[src/rtl/uart_frame_parser_pkg.sv]
`default_nettype none
// ============================================================================
// Module      : uart_frame_parser_pkg
// Description : Shared definitions for the UART level-frame parser: the frame
//               FSM state encoding, the default frame start marker and the
//               frame checksum function.
// Ports       : none (package)
// Revision    : 1.0 - initial release
// ============================================================================
package uart_frame_parser_pkg;

    // Default frame start marker
    localparam logic [7:0] c_SYNC_BYTE_DEFAULT = 8'hA5;

    // Frame FSM state encoding
    localparam int c_STATE_W = 2;
    localparam logic [c_STATE_W-1:0] c_ST_IDLE  = 2'd0;  // await sync byte
    localparam logic [c_STATE_W-1:0] c_ST_GET_L = 2'd1;  // await left level
    localparam logic [c_STATE_W-1:0] c_ST_GET_R = 2'd2;  // await right level
    localparam logic [c_STATE_W-1:0] c_ST_GET_C = 2'd3;  // await checksum

    // Checksum carried in the last byte of a frame
    function automatic logic [7:0] frame_checksum(
        input logic [7:0] sync_byte,
        input logic [7:0] left_level,
        input logic [7:0] right_level
    );
        return sync_byte ^ left_level ^ right_level;
    endfunction

endpackage
`default_nettype wire

[src/rtl/uart_frame_parser_frame_timeout.sv]
`default_nettype none
// ============================================================================
// Module      : frame_timeout
// Description : Inter-byte timeout counter. Clears on i_clear, counts up while
//               i_enable is high and stops at MAX_CYCLES. o_expired is high
//               while enabled and the count sits at MAX_CYCLES.
// Ports       : i_clk     - clock, rising edge
//               i_rst_n   - asynchronous active-low reset
//               i_clear   - synchronous clear (priority over counting)
//               i_enable  - count enable
//               o_expired - count has reached MAX_CYCLES (combinational)
// Revision    : 1.0 - initial release
// ============================================================================
module frame_timeout #(
    parameter int MAX_CYCLES = 50000
) (
    input  logic i_clk,
    input  logic i_rst_n,
    input  logic i_clear,
    input  logic i_enable,
    output logic o_expired
);

    localparam int              WIDTH   = $clog2(MAX_CYCLES + 1);
    localparam logic [WIDTH-1:0] c_LIMIT = WIDTH'(MAX_CYCLES);

    logic [WIDTH-1:0] r_count;

    // Counter saturates at the limit so it can never wrap back into range
    always_ff @(posedge i_clk or negedge i_rst_n) begin
        if (!i_rst_n) begin
            r_count <= '0;
        end else if (i_clear) begin
            r_count <= '0;
        end else if (i_enable && (r_count != c_LIMIT)) begin
            r_count <= r_count + 1'b1;
        end
    end

    assign o_expired = i_enable && (r_count == c_LIMIT);

endmodule
`default_nettype wire

[src/rtl/uart_frame_parser.sv]
`default_nettype none
// ============================================================================
// Module      : uart_frame_parser
// Description : Parses 4-byte frames {SYNC_BYTE, L, R, C} from a UART byte
//               stream, C = SYNC_BYTE ^ L ^ R. Accepted frames update the
//               left/right level outputs; checksum errors and inter-byte
//               timeouts raise an error pulse. All outputs are registered.
// Ports       : i_clk       - clock, rising edge
//               i_rst_n     - asynchronous active-low reset
//               i_data[7:0] - received byte, valid when i_dv=1
//               i_dv        - byte strobe, one byte per cycle high
//               o_left[7:0] - last accepted left level
//               o_right[7:0]- last accepted right level
//               o_valid     - one-cycle pulse, new level pair accepted
//               o_err       - one-cycle pulse, checksum error or timeout
//               o_frame_cnt - accepted frame count, wraps
//               o_err_cnt   - error event count, saturates at 8'hFF
// Revision    : 1.0 - initial release
// ============================================================================
module uart_frame_parser
    import uart_frame_parser_pkg::*;
#(
    parameter int         TIMEOUT_CYCLES = 50000,
    parameter logic [7:0] SYNC_BYTE      = c_SYNC_BYTE_DEFAULT
) (
    input  logic        i_clk,
    input  logic        i_rst_n,
    input  logic [7:0]  i_data,
    input  logic        i_dv,
    output logic [7:0]  o_left,
    output logic [7:0]  o_right,
    output logic        o_valid,
    output logic        o_err,
    output logic [15:0] o_frame_cnt,
    output logic [7:0]  o_err_cnt
);

    logic [c_STATE_W-1:0] r_state;
    logic [7:0]           r_left_cap;
    logic [7:0]           r_right_cap;
    logic [7:0]           r_left;
    logic [7:0]           r_right;
    logic                 r_valid;
    logic                 r_err;
    logic [15:0]          r_frame_cnt;
    logic [7:0]           r_err_cnt;

    logic w_idle;
    logic w_expired;
    logic w_timeout;
    logic w_cks_ok;
    logic w_cks_bad;
    logic w_err_event;

    assign w_idle = (r_state == c_ST_IDLE);

    frame_timeout #(
        .MAX_CYCLES (TIMEOUT_CYCLES)
    ) u_frame_timeout (
        .i_clk     (i_clk),
        .i_rst_n   (i_rst_n),
        .i_clear   (i_dv | w_idle),
        .i_enable  (!w_idle),
        .o_expired (w_expired)
    );

    // A byte arriving on the expiry cycle takes priority over the timeout
    assign w_timeout   = w_expired && !i_dv;
    assign w_cks_ok    = (i_data == frame_checksum(SYNC_BYTE, r_left_cap, r_right_cap));
    assign w_cks_bad   = (r_state == c_ST_GET_C) && i_dv && !w_cks_ok;
    assign w_err_event = w_timeout || w_cks_bad;

    always_ff @(posedge i_clk or negedge i_rst_n) begin
        if (!i_rst_n) begin
            r_state     <= c_ST_IDLE;
            r_left_cap  <= '0;
            r_right_cap <= '0;
            r_left      <= '0;
            r_right     <= '0;
            r_valid     <= 1'b0;
            r_err       <= 1'b0;
            r_frame_cnt <= '0;
            r_err_cnt   <= '0;
        end else begin
            r_valid <= 1'b0;
            r_err   <= w_err_event;

            if (w_err_event && (r_err_cnt != 8'hFF)) begin
                r_err_cnt <= r_err_cnt + 1'b1;
            end

            if (w_timeout) begin
                r_state <= c_ST_IDLE;
            end else begin
                case (r_state)
                    c_ST_IDLE: begin
                        if (i_dv && (i_data == SYNC_BYTE)) begin
                            r_state <= c_ST_GET_L;
                        end
                    end
                    // SYNC_BYTE values inside a frame are plain data
                    c_ST_GET_L: begin
                        if (i_dv) begin
                            r_left_cap <= i_data;
                            r_state    <= c_ST_GET_R;
                        end
                    end
                    c_ST_GET_R: begin
                        if (i_dv) begin
                            r_right_cap <= i_data;
                            r_state     <= c_ST_GET_C;
                        end
                    end
                    c_ST_GET_C: begin
                        if (i_dv) begin
                            if (w_cks_ok) begin
                                r_left      <= r_left_cap;
                                r_right     <= r_right_cap;
                                r_valid     <= 1'b1;
                                r_frame_cnt <= r_frame_cnt + 1'b1;
                            end
                            r_state <= c_ST_IDLE;
                        end
                    end
                    default: r_state <= c_ST_IDLE;
                endcase
            end
        end
    end

    assign o_left      = r_left;
    assign o_right     = r_right;
    assign o_valid     = r_valid;
    assign o_err       = r_err;
    assign o_frame_cnt = r_frame_cnt;
    assign o_err_cnt   = r_err_cnt;

endmodule
`default_nettype wire

[config.mk]
export PLATFORM = sky130hd
export DESIGN_NAME = uart_frame_parser
export DESIGN_NICKNAME = d
export VERILOG_FILES = /design/src/rtl/uart_frame_parser_pkg.sv /design/src/rtl/uart_frame_parser_frame_timeout.sv /design/src/rtl/uart_frame_parser.sv
export SDC_FILE = /design/constraint.sdc
export NUM_CORES = 1
export LEC_CHECK = 0
export ABC_AREA = 1
export CAP_MARGIN = 40
export CORE_MARGIN = 5
export CORE_UTILIZATION = 50
export DETAILED_ROUTE_END_ITERATION = 10
export HOLD_SLACK_MARGIN = 0.1
export PLACE_DENSITY = 0.77
export SETUP_SLACK_MARGIN = 0.05
export SKIP_CTS_REPAIR_TIMING = 1
export SYNTH_ARGS = -nofsm -noshare
export SYNTH_HDL_FRONTEND = slang
export SYNTH_HIERARCHICAL = 1
export SYNTH_SLANG_ARGS = --single-unit
[constraint.sdc]
create_clock -name i_clk -period 1.9 [get_ports i_clk]
set_input_delay 0.285 -clock i_clk [delete_from_list [all_inputs] [get_ports i_clk]]
set_output_delay 0.285 -clock i_clk [all_outputs]
set_load 0.01 [all_outputs]
== Yosys cells after proc, flatten, opt, wreduce, memory -nomap -nowiden ==
Cells that the tools add are included.
Word-level totals
  bits in registers: 76
  bits of input ports: 11
  output and inout port bits: 42
  logic and storage cells: 58
Operators by class
  add/sub/neg operators: 3
  eq/ne operators: 12
  mux-type cells: 12
  bitwise logic cells: 4
  reduce and logical (&&, ||, !) cells: 17
Operator list (count)
  adder 16 x 1 -> 16 bit, second input constant: 2
  two-way mux 16 bit: 2
  equality test 16 bit, second input constant: 1
  inequality test 16 bit, second input constant: 1
  two-way mux 2 bit: 5
  inequality test 3 bit, second input constant: 3
  adder 8 x 1 -> 8 bit, second input constant: 1
  equality test 8 bit: 1
  equality test 8 bit, second input constant: 1
  inequality test 8 bit, second input constant: 1
  one-hot mux 2 bit (4 select lines): 1
  AND reduction 4 bit: 2
  XOR 8 bit: 1
  logical AND 1 bit: 7
  AND reduction 3 bit: 2
  equality test 2 bit, second input constant: 2
  two-way mux 1 bit: 4
  inverter 4 bit: 1
  zero test 1 bit: 3
  inequality test 3 x 1 -> 1 bit, second input constant: 1
  equality test 2 x 1 -> 1 bit, second input constant: 1
  zero test 2 bit: 1
  nonzero test 2 bit: 1
  logical OR 1 bit: 1
  2 further kinds: 2

== Logic depth before layout (Yosys ltp) ==
Gate-level depths: netlist of run 1.
  depth after elaboration: 7
  mapped depth: 14
  gate-level depth less buffers: 13

== Cells and area by module ==
Netlist of run 1, hierarchy kept.
Modules (own cells, without submodules)
  uart_frame_parser: times used 1, cells each 391, area an instance 3148.0 um^2, seq. area each 1501.4 um^2
  frame_timeout: times used 1, cells each 165, area an instance 1222.4 um^2, seq. area each 400.4 um^2

== Worst setup path after synthesis of run 1 ==
Ideal clock, no wire load.
  kind: register to register
  from: reg u_frame_timeout.r_count[0]
  to: reg r_err_cnt[3], in the netlist o_err_cnt[3]
  library setup time: 0.117 ns
  arrival time: 1.500 ns
  slack: 0.283 ns
  stages on the path, launching flop included: 13
  clock period less this slack: 1.617 ns
  path through: dfrtp_1 > inv_1 > ha_1 > nand3_1 > nor2_1 > nand3_1 > nor2_1 > nand2_1 > nand2_1 > buf_2 > nand2_1 > nand2_1 > nand2_1
On the way
  cells in the longest elaborated chain, start to end: 5
RTL lines
  start, declared: line uart_frame_parser_frame_timeout.sv:27  | logic [WIDTH-1:0] r_count;
  start signal, assigned: line uart_frame_parser_frame_timeout.sv:36  | r_count <= r_count + 1'b1;
  equality test 16 bit: line uart_frame_parser_frame_timeout.sv:40  | assign o_expired = i_enable && (r_count == c_LIMIT);
  logical AND 1 bit: line uart_frame_parser_frame_timeout.sv:40
  named net w_expired: line uart_frame_parser.sv:49  | logic w_expired;
  logical AND 1 bit: line uart_frame_parser.sv:68  | assign w_timeout = w_expired && !i_dv;
  logical OR 1 bit: line uart_frame_parser.sv:71  | assign w_err_event = w_timeout || w_cks_bad;
  named net w_err_event: line uart_frame_parser.sv:53  | logic w_err_event;
  logical AND 1 bit: line uart_frame_parser.sv:88  | if (w_err_event && (r_err_cnt != 8'hFF)) begin
  end signal, assigned: line uart_frame_parser.sv:89  | r_err_cnt <= r_err_cnt + 1'b1;
  end, declared: line uart_frame_parser.sv:46  | logic [7:0] r_err_cnt;
The timed path passes the listed nets, and every way through them passes these cells.
A chain may end at the register's enable or synchronous reset.

== Worst setup path in the final report of run 1 ==
  from: reg u_frame_timeout.r_count[0]
  to: reg r_err_cnt[1], in the netlist o_err_cnt[1]
On the way
  cells in the longest elaborated chain, start to end: 5
RTL lines (line)
  equality test 16 bit: uart_frame_parser_frame_timeout.sv:40
  logical AND 1 bit: uart_frame_parser_frame_timeout.sv:40
  named net w_expired: uart_frame_parser.sv:49
  logical AND 1 bit: uart_frame_parser.sv:68
  logical OR 1 bit: uart_frame_parser.sv:71
  logical AND 1 bit: uart_frame_parser.sv:88
The timed path passes the listed nets, and every way through them passes these cells.

==> summary.json, run 1 <==
{
  "endpoint_kind": "register",
  "global_route.overflow_total": 0,
  "rsz0062_at_grt": "yes",
  "synth_top_family_by_area": "simple AND/OR/NAND/NOR gates",
  "crit_path_most_repeated_cell": "nand3_1",
  "gr-usage-met3_pct": 4.695,
  "pre_cts_slack_ns": -0.02602,
  "crit_path_max_fanout": 5,
  "sequence_of_cells_on_the_critical_path": "inv_1 -> ha_2 -> nand3_1 -> nor2_1 -> nand3_1 -> nor2_2 -> nand2_2 -> nand2_4 -> buf_2 -> nand3_1 -> nand2_1",
  "grt_pass1_wl_um": 16820,
  "floorplan.io_pins": 53,
  "min_period_over_period_pct": 91.58,
  "final_antenna_net_count": 0,
  "synthArstFlopShare_pct": 100.0,
  "synthCells": 556,
  "finalWeightedCongestion": 0.9278,
  "yosys.area_share.simple_pct": 31.92,
  "cell_family_contributing_the_most_delay_on_the_critical_path": "simple AND/OR/NAND/NOR gates",
  "synth.cells.most_frequent": "nand2_1 (179), dfrtp_1 (76), inv_1 (58)",
  "area_growth_pct": 23.82,
  "cts_made_buffers": 9,
  "power-per-cell-area_nw_per_um2": 963.0,
  "ir_worst_vdd_mv": 0.7412,
  "nNetsFinal": 649,
  "vias_in_the_first_global_route": 3773,
  "post_route_cells_drive_above_1_share_pct": 17.82,
  "yosysWarningCount": 6,
  "via_per_inst": 5.065,
  "hold_viol": 0,
  "mean_post_synth_cell_area_um2": 7.861,
  "fp.coreArea_um2": 8636,
  "worst_r2r_start": "u_frame_timeout/r_count[0]",
  "xor_and_xnor_fraction_of_the_mapped_netlist_area_pct": 5.010,
  "leakagePower_nw": 2.507,
  "synth.largest_area_cell": "dfrtp_1",
  "grt_max_degree": 54,
  "number_of_detailed_route_iterations_in_the_first_pass": 4,
  "number_of_enable_flip_flop_cells_after_synthesis": 0,
  "dpl.cell_count": 721,
  "gr-usage-met1_pct": 24.23,
  "post_synth_mux_area_share_pct": 0,
  "cp.buffers_inverters": 2,
  "period_minus_slack_ns": 1.740,
  "die_height_um": 103.5,
  "dieWidth_um": 103.5,
  "post_syn_area_um2": 4370,
  "synth.ff_latch_count": 76,
  "global_route.peak_usage_layer": "met2",
  "post-synth-top-count-cell": "nand2_1",
  "grt_antenna_before_repair": 0,
  "antenna-diode-count": 0,
  "placedInstanceArea_um2": 5096,
  "final.setup.tns_ns": 0,
  "critical_path.reg2reg.endpoint": "o_err_cnt[1]",
  "drt_iter0_drc": 183,
  "r2r.worst_path.cells": 11,
  "compound_gate_fraction_of_synth_area_pct": 8.474,
  "totalWireLength_um": 9571,
  "tritoncts_clock_tree": "yes",
  "crit_type": "register to register",
  "timing_max_transition_violations_final": 0,
  "via_count": 3758,
  "final_cells": 742,
  "timing.critical_path.arrival_ns": 2.03,
  "cpPeakStageDelay_ns": 0.40,
  "yosysUniqueCellTypes": 33,
  "dominantRegCellSynth": "dfrtp_1",
  "clock_sink_count": 76,
  "cts-root-to-sink-buffers": 2,
  "htree_levels": 3,
  "initial_utilization_pct": 50.61,
  "globalRouteTotalUtil_pct": 19.41,
  "synth_nets": 576,
  "fp-row-count": 34,
  "floorplan.die_area_um2": 10710,
  "least_margin_pin_slew_ns": 0.4636,
  "finalSetupViolations": 0,
  "post_synth_main_area_contributors": "dfrtp_1 (44%), nand2_1 (15%), inv_1 (5.0%), nand3_1 (4.5%), xor2_1 (3.4%)",
  "yosys.area_share.adder_pct": 2.577,
  "max_freq_mhz": 574.7,
  "status": "completed",
  "min-delay-path-class": "input pin to async pin",
  "root_buffer": "clkbuf_8",
  "required_ns": 2.19,
  "finalInstanceArea_um2": 5411,
  "dpl.hpwl_um": 7003,
  "clk_latency_ns": 0.36,
  "wl_per_cell_um": 12.90,
  "finish.utilization_pct": 62.66,
  "crit_cells": 11,
  "synth_top_area_share_pct": 43.52,
  "drcViolationCount": 0,
  "critical_path.startpoint_type": "register",
  "cap_violations": 0,
  "fin_worst_skew_ns": 0.01518,
  "globalRouteMet2Util_pct": 33.28,
  "rrSetupSlack_ns": 0.16,
  "place.port_buffers": 52,
  "clk_pin_slew_ns": 0.09,
  "post-route-worst-setup-slack_ns": 0.1600,
  "max_slew_headroom_at_the_worst_pin_pct": 69.02,
  "synth_sequential_area_ratio_pct": 43.52,
  "slowest_stage": "dfrtp_1"
}
[per-layer routing]
layer	part of all wire [%]	vias up
met3	3.9	16
met5	0	-
met1	44	1766
met2	50	71
li1	-	1905
met4	1.4	0
[power by group]
group / total [mW] / leakage, nW / switching [mW] / internal, mW
Combinational: 1.60 / 1.36 / 0.993 / 0.603
Clock: 1.53 / 0.116 / 0.646 / 0.879
Sequential: 2.09 / 1.03 / 0.228 / 1.86
Total: 5.21 / 2.51 / 1.87 / 3.34
[worst reg2reg max path, stage by stage (launching register included)]
cell and delay [ns]:
dfrtp_1 0.40, inv_1 0.09, ha_2 0.18, nand3_1 0.08
nor2_1 0.12, nand3_1 0.12, nor2_2 0.18, nand2_2 0.09
nand2_4 0.10, buf_2 0.17, nand3_1 0.08, nand2_1 0.08
[sequential cells by signal (all words and copies together) (netlist names), 2 cells and up]
register	count
o_frame_cnt	16
r_right_cap	8
o_err_cnt	8
u_frame_timeout/r_count	16
o_left	8
o_right	8
r_left_cap	8
r_state	2
[final cells by class]
cell class | instances | area (um^2)
Sequential cell | 76 | 1902
Clock inverter | 7 | 122.6
Clock buffer | 9 | 123.9
Tap cell | 108 | 135.1
Timing Repair Buffer | 72 | 709.4
Multi-Input combinational cell | 392 | 2125
Fill cell | 753 | 3224
Inverter | 78 | 294.0
[worst max path at each step]
stage	startpoint	end	slack, ns
global route	u_frame_timeout/r_count[1]	o_err_cnt[1]	0.01
global placement	i_data[6]	o_frame_cnt[2]	0.03
floorplan	u_frame_timeout/r_count[0]	o_err_cnt[3]	0.28
CTS	u_frame_timeout/r_count[1]	o_err_cnt[7]	0.07
detailed placement	i_data[6]	o_frame_cnt[2]	-0.03
finish	u_frame_timeout/r_count[0]	o_err_cnt[1]	0.16
[placed cells by master, fill, tap and decap left out, drive strengths merged, types with 9 or more instances in the layout]
master	instances
xor2	17
inv	78
clkbuf	9
nand3	43
nand2	191
o21ai	58
dfrtp	76
nand4	17
clkdlybuf4s50	51
nor2	35
ha	9
buf	20
[cell families (layout without fill, tap and decap cells)]
family	after synthesis	in the layout
and+or+nand+nor	297	297
buffers and inverters	88	166
DFF	76	76
adders and majority gates	9	9
AOI/OAI and AO/OA	61	61
xor gates and xnor gates	25	25
[through the flow]
step / power, mW / hold slack [ns]
final: 5.211 / 0.3756
after global routing: 5.564 / 0.4064
after CTS: 5.209 / -0.1684
after detailed placement: 3.670 / 0.2186
after global placement: 3.599 / 0.2122
after floorplan: 3.179 / -0.01059
No activity file was read; power rests on OpenSTA's default activity.
==> inputs of run 2 (changes only) <==
--- a/config.mk
+++ b/config.mk
@@ -6,13 +6,12 @@
 export NUM_CORES = 1
 export LEC_CHECK = 0
 export ABC_AREA = 1
-export CAP_MARGIN = 40
 export CORE_MARGIN = 5
 export CORE_UTILIZATION = 50
 export DETAILED_ROUTE_END_ITERATION = 10
 export HOLD_SLACK_MARGIN = 0.1
 export PLACE_DENSITY = 0.77
-export SETUP_SLACK_MARGIN = 0.05
+export SETUP_SLACK_MARGIN = 0.3
 export SKIP_CTS_REPAIR_TIMING = 1
 export SYNTH_ARGS = -nofsm -noshare
 export SYNTH_HDL_FRONTEND = slang
==> run 2 against run 1 <==
Wire length increased by 8.0%. Clock skew decreased by 0.0033 ns. Setup slack improved by 0.096 ns. Cell area up 5.4%. Global-route usage grew 0.27 points. Maximum frequency is 5.8% higher. Sequential power about the same.
==> summary.json, run 2 (same netlist as run 1, synthesis figures left out) <==
{
  "status": "completed",
  "timing.critical_path.arrival_ns": 1.89,
  "rsz0062_at_grt": "yes",
  "required_ns": 2.14,
  "initial_utilization_pct": 50.61,
  "global_route.overflow_total": 0,
  "finalWeightedCongestion": 0.8596,
  "number_of_detailed_route_iterations_in_the_first_pass": 5,
  "period_minus_slack_ns": 1.644,
  "antenna-diode-count": 0,
  "gr-usage-met3_pct": 4.695,
  "r2r.worst_path.cells": 11,
  "ir_worst_vdd_mv": 0.5913,
  "finish.utilization_pct": 66.05,
  "mostFrequentLayoutCells": "nand2_1 (176), dfrtp_1 (70), inv_1 (48)",
  "totalWireLength_um": 10330,
  "least_margin_pin_slew_ns": 0.5019,
  "place.port_buffers": 52,
  "pre_cts_slack_ns": 0.04151,
  "crit_path_max_fanout": 5,
  "fin_worst_skew_ns": 0.01184,
  "crit_type": "register to register",
  "via_count": 3968,
  "slowest_stage": "dfrtp_1",
  "post-route-worst-setup-slack_ns": 0.2555,
  "cell_family_contributing_the_most_delay_on_the_critical_path": "simple AND/OR/NAND/NOR gates",
  "crit_cells": 11,
  "clk_pin_slew_ns": 0.08,
  "max_freq_mhz": 608.1,
  "drcViolationCount": 0,
  "hold_viol": 0,
  "cts_made_buffers": 9,
  "cpPeakStageDelay_ns": 0.44,
  "finalSetupViolations": 0,
  "clk_latency_ns": 0.34,
  "cap_violations": 0,
  "final.setup.tns_ns": 0,
  "sequence_of_cells_on_the_critical_path": "inv_2 -> nand4_1 -> nor2_4 -> nand3_2 -> nor2_4 -> nand2_4 -> nand2_4 -> buf_6 -> nand2_1 -> nand2_1 -> nand2_1",
  "tritoncts_clock_tree": "yes",
  "cp.buffers_inverters": 2,
  "endpoint_kind": "register",
  "critical_path.startpoint_type": "register",
  "global_route.peak_usage_layer": "met2",
  "cts-root-to-sink-buffers": 2,
  "max_slew_headroom_at_the_worst_pin_pct": 66.46,
  "placedInstanceArea_um2": 5106,
  "via_per_inst": 5.194,
  "floorplan.io_pins": 53,
  "grt_max_degree": 77,
  "final_common_cell": "nand2_1",
  "globalRouteMet2Util_pct": 32.65,
  "finalInstanceArea_um2": 5704,
  "post_route_cells_drive_above_1_share_pct": 23.93,
  "dpl.hpwl_um": 7051,
  "vias_in_the_first_global_route": 3745,
  "floorplan.die_area_um2": 10710,
  "drt_iter0_drc": 246,
  "clock_sink_count": 76,
  "leakagePower_nw": 2.963,
  "fp-row-count": 34,
  "fp.coreArea_um2": 8636,
  "totalPowerFinal_mw": 5.150,
  "globalRouteTotalUtil_pct": 19.68,
  "final.fill_count": 704,
  "min-delay-path-class": "input pin to async pin",
  "final_antenna_net_count": 0,
  "crit_path_most_repeated_cell": "nand2_1",
  "nNetsFinal": 672,
  "wl_per_cell_um": 13.52,
  "die_height_um": 103.5,
  "dieWidth_um": 103.5,
  "min_period_over_period_pct": 86.55,
  "timing_max_transition_violations_final": 0,
  "grt_pass1_wl_um": 16900,
  "area_growth_pct": 30.52,
  "power-per-cell-area_nw_per_um2": 902.9,
  "gr-usage-met1_pct": 25.36,
  "grt_antenna_before_repair": 0,
  "htree_levels": 3,
  "root_buffer": "clkbuf_8"
}
-- run 2: area by class of cell --
cell class / count / area (um^2) / share of cell area, %
Inverter: 78 / 295.3 / 5.177
Multi-Input combinational cell: 394 / 2205 / 38.65
Clock inverter: 3 / 45.04 / 0.7896
Tap cell: 108 / 135.1 / 2.369
Clock buffer: 12 / 165.2 / 2.895
Timing Repair Buffer: 93 / 949.7 / 16.65
Sequential cell: 76 / 1909 / 33.47
-- run 2: worst min-delay path, stage by stage --
cell,delay [ns]
dlygate4sd3_1,0.52
buf_4,0.11
buf_12,0.32
-- run 2: metal layers --
layer  wire length (um)  up-vias
met1               4353     1883
met3                568       14
li1                   -     1952
met5                  0        -
met4                132        0
met2               5278      119
-- run 2: path summary, 6_finish.rpt --
kind,from,end,slack (ns)
max,u_frame_timeout/r_count[3],o_err_cnt[3],0.26
max in group asynchronous,i_rst_n,o_frame_cnt[3],1.04
max reg2reg,u_frame_timeout/r_count[3],o_err_cnt[3],0.26
min,i_rst_n,o_left[1],0.48
min reg2reg,o_right[2],o_right[2],0.50
min in group i_clk,o_right[2],o_right[2],0.50
-- run 2: through the flow --
step	hold slack (ns)	instances
6_report	0.4799	764
2_1_floorplan	-0.01059	556
4_1_cts	-0.03884	734
3_5_place_dp	0.3408	719
5_1_grt	0.5219	764
3_3_place_gp	0.3361	719
-- run 2: report_power, final --
group / internal (mW) / switching, mW / leakage (nW)
clock network: 0.708 / 0.590 / 0.101
registers: 1.87 / 0.248 / 1.02
logic: 0.677 / 1.06 / 1.84
==> inputs of run 3 (changes only) <==
--- a/config.mk
+++ b/config.mk
@@ -13,6 +13,7 @@
 export PLACE_DENSITY = 0.77
 export SETUP_SLACK_MARGIN = 0.3
 export SKIP_CTS_REPAIR_TIMING = 1
+export SLEW_MARGIN = 20
 export SYNTH_ARGS = -nofsm -noshare
 export SYNTH_HDL_FRONTEND = slang
 export SYNTH_HIERARCHICAL = 1
==> results of run 3 <==
The final DEF is identical to that of run 2; final timing and power are the same.
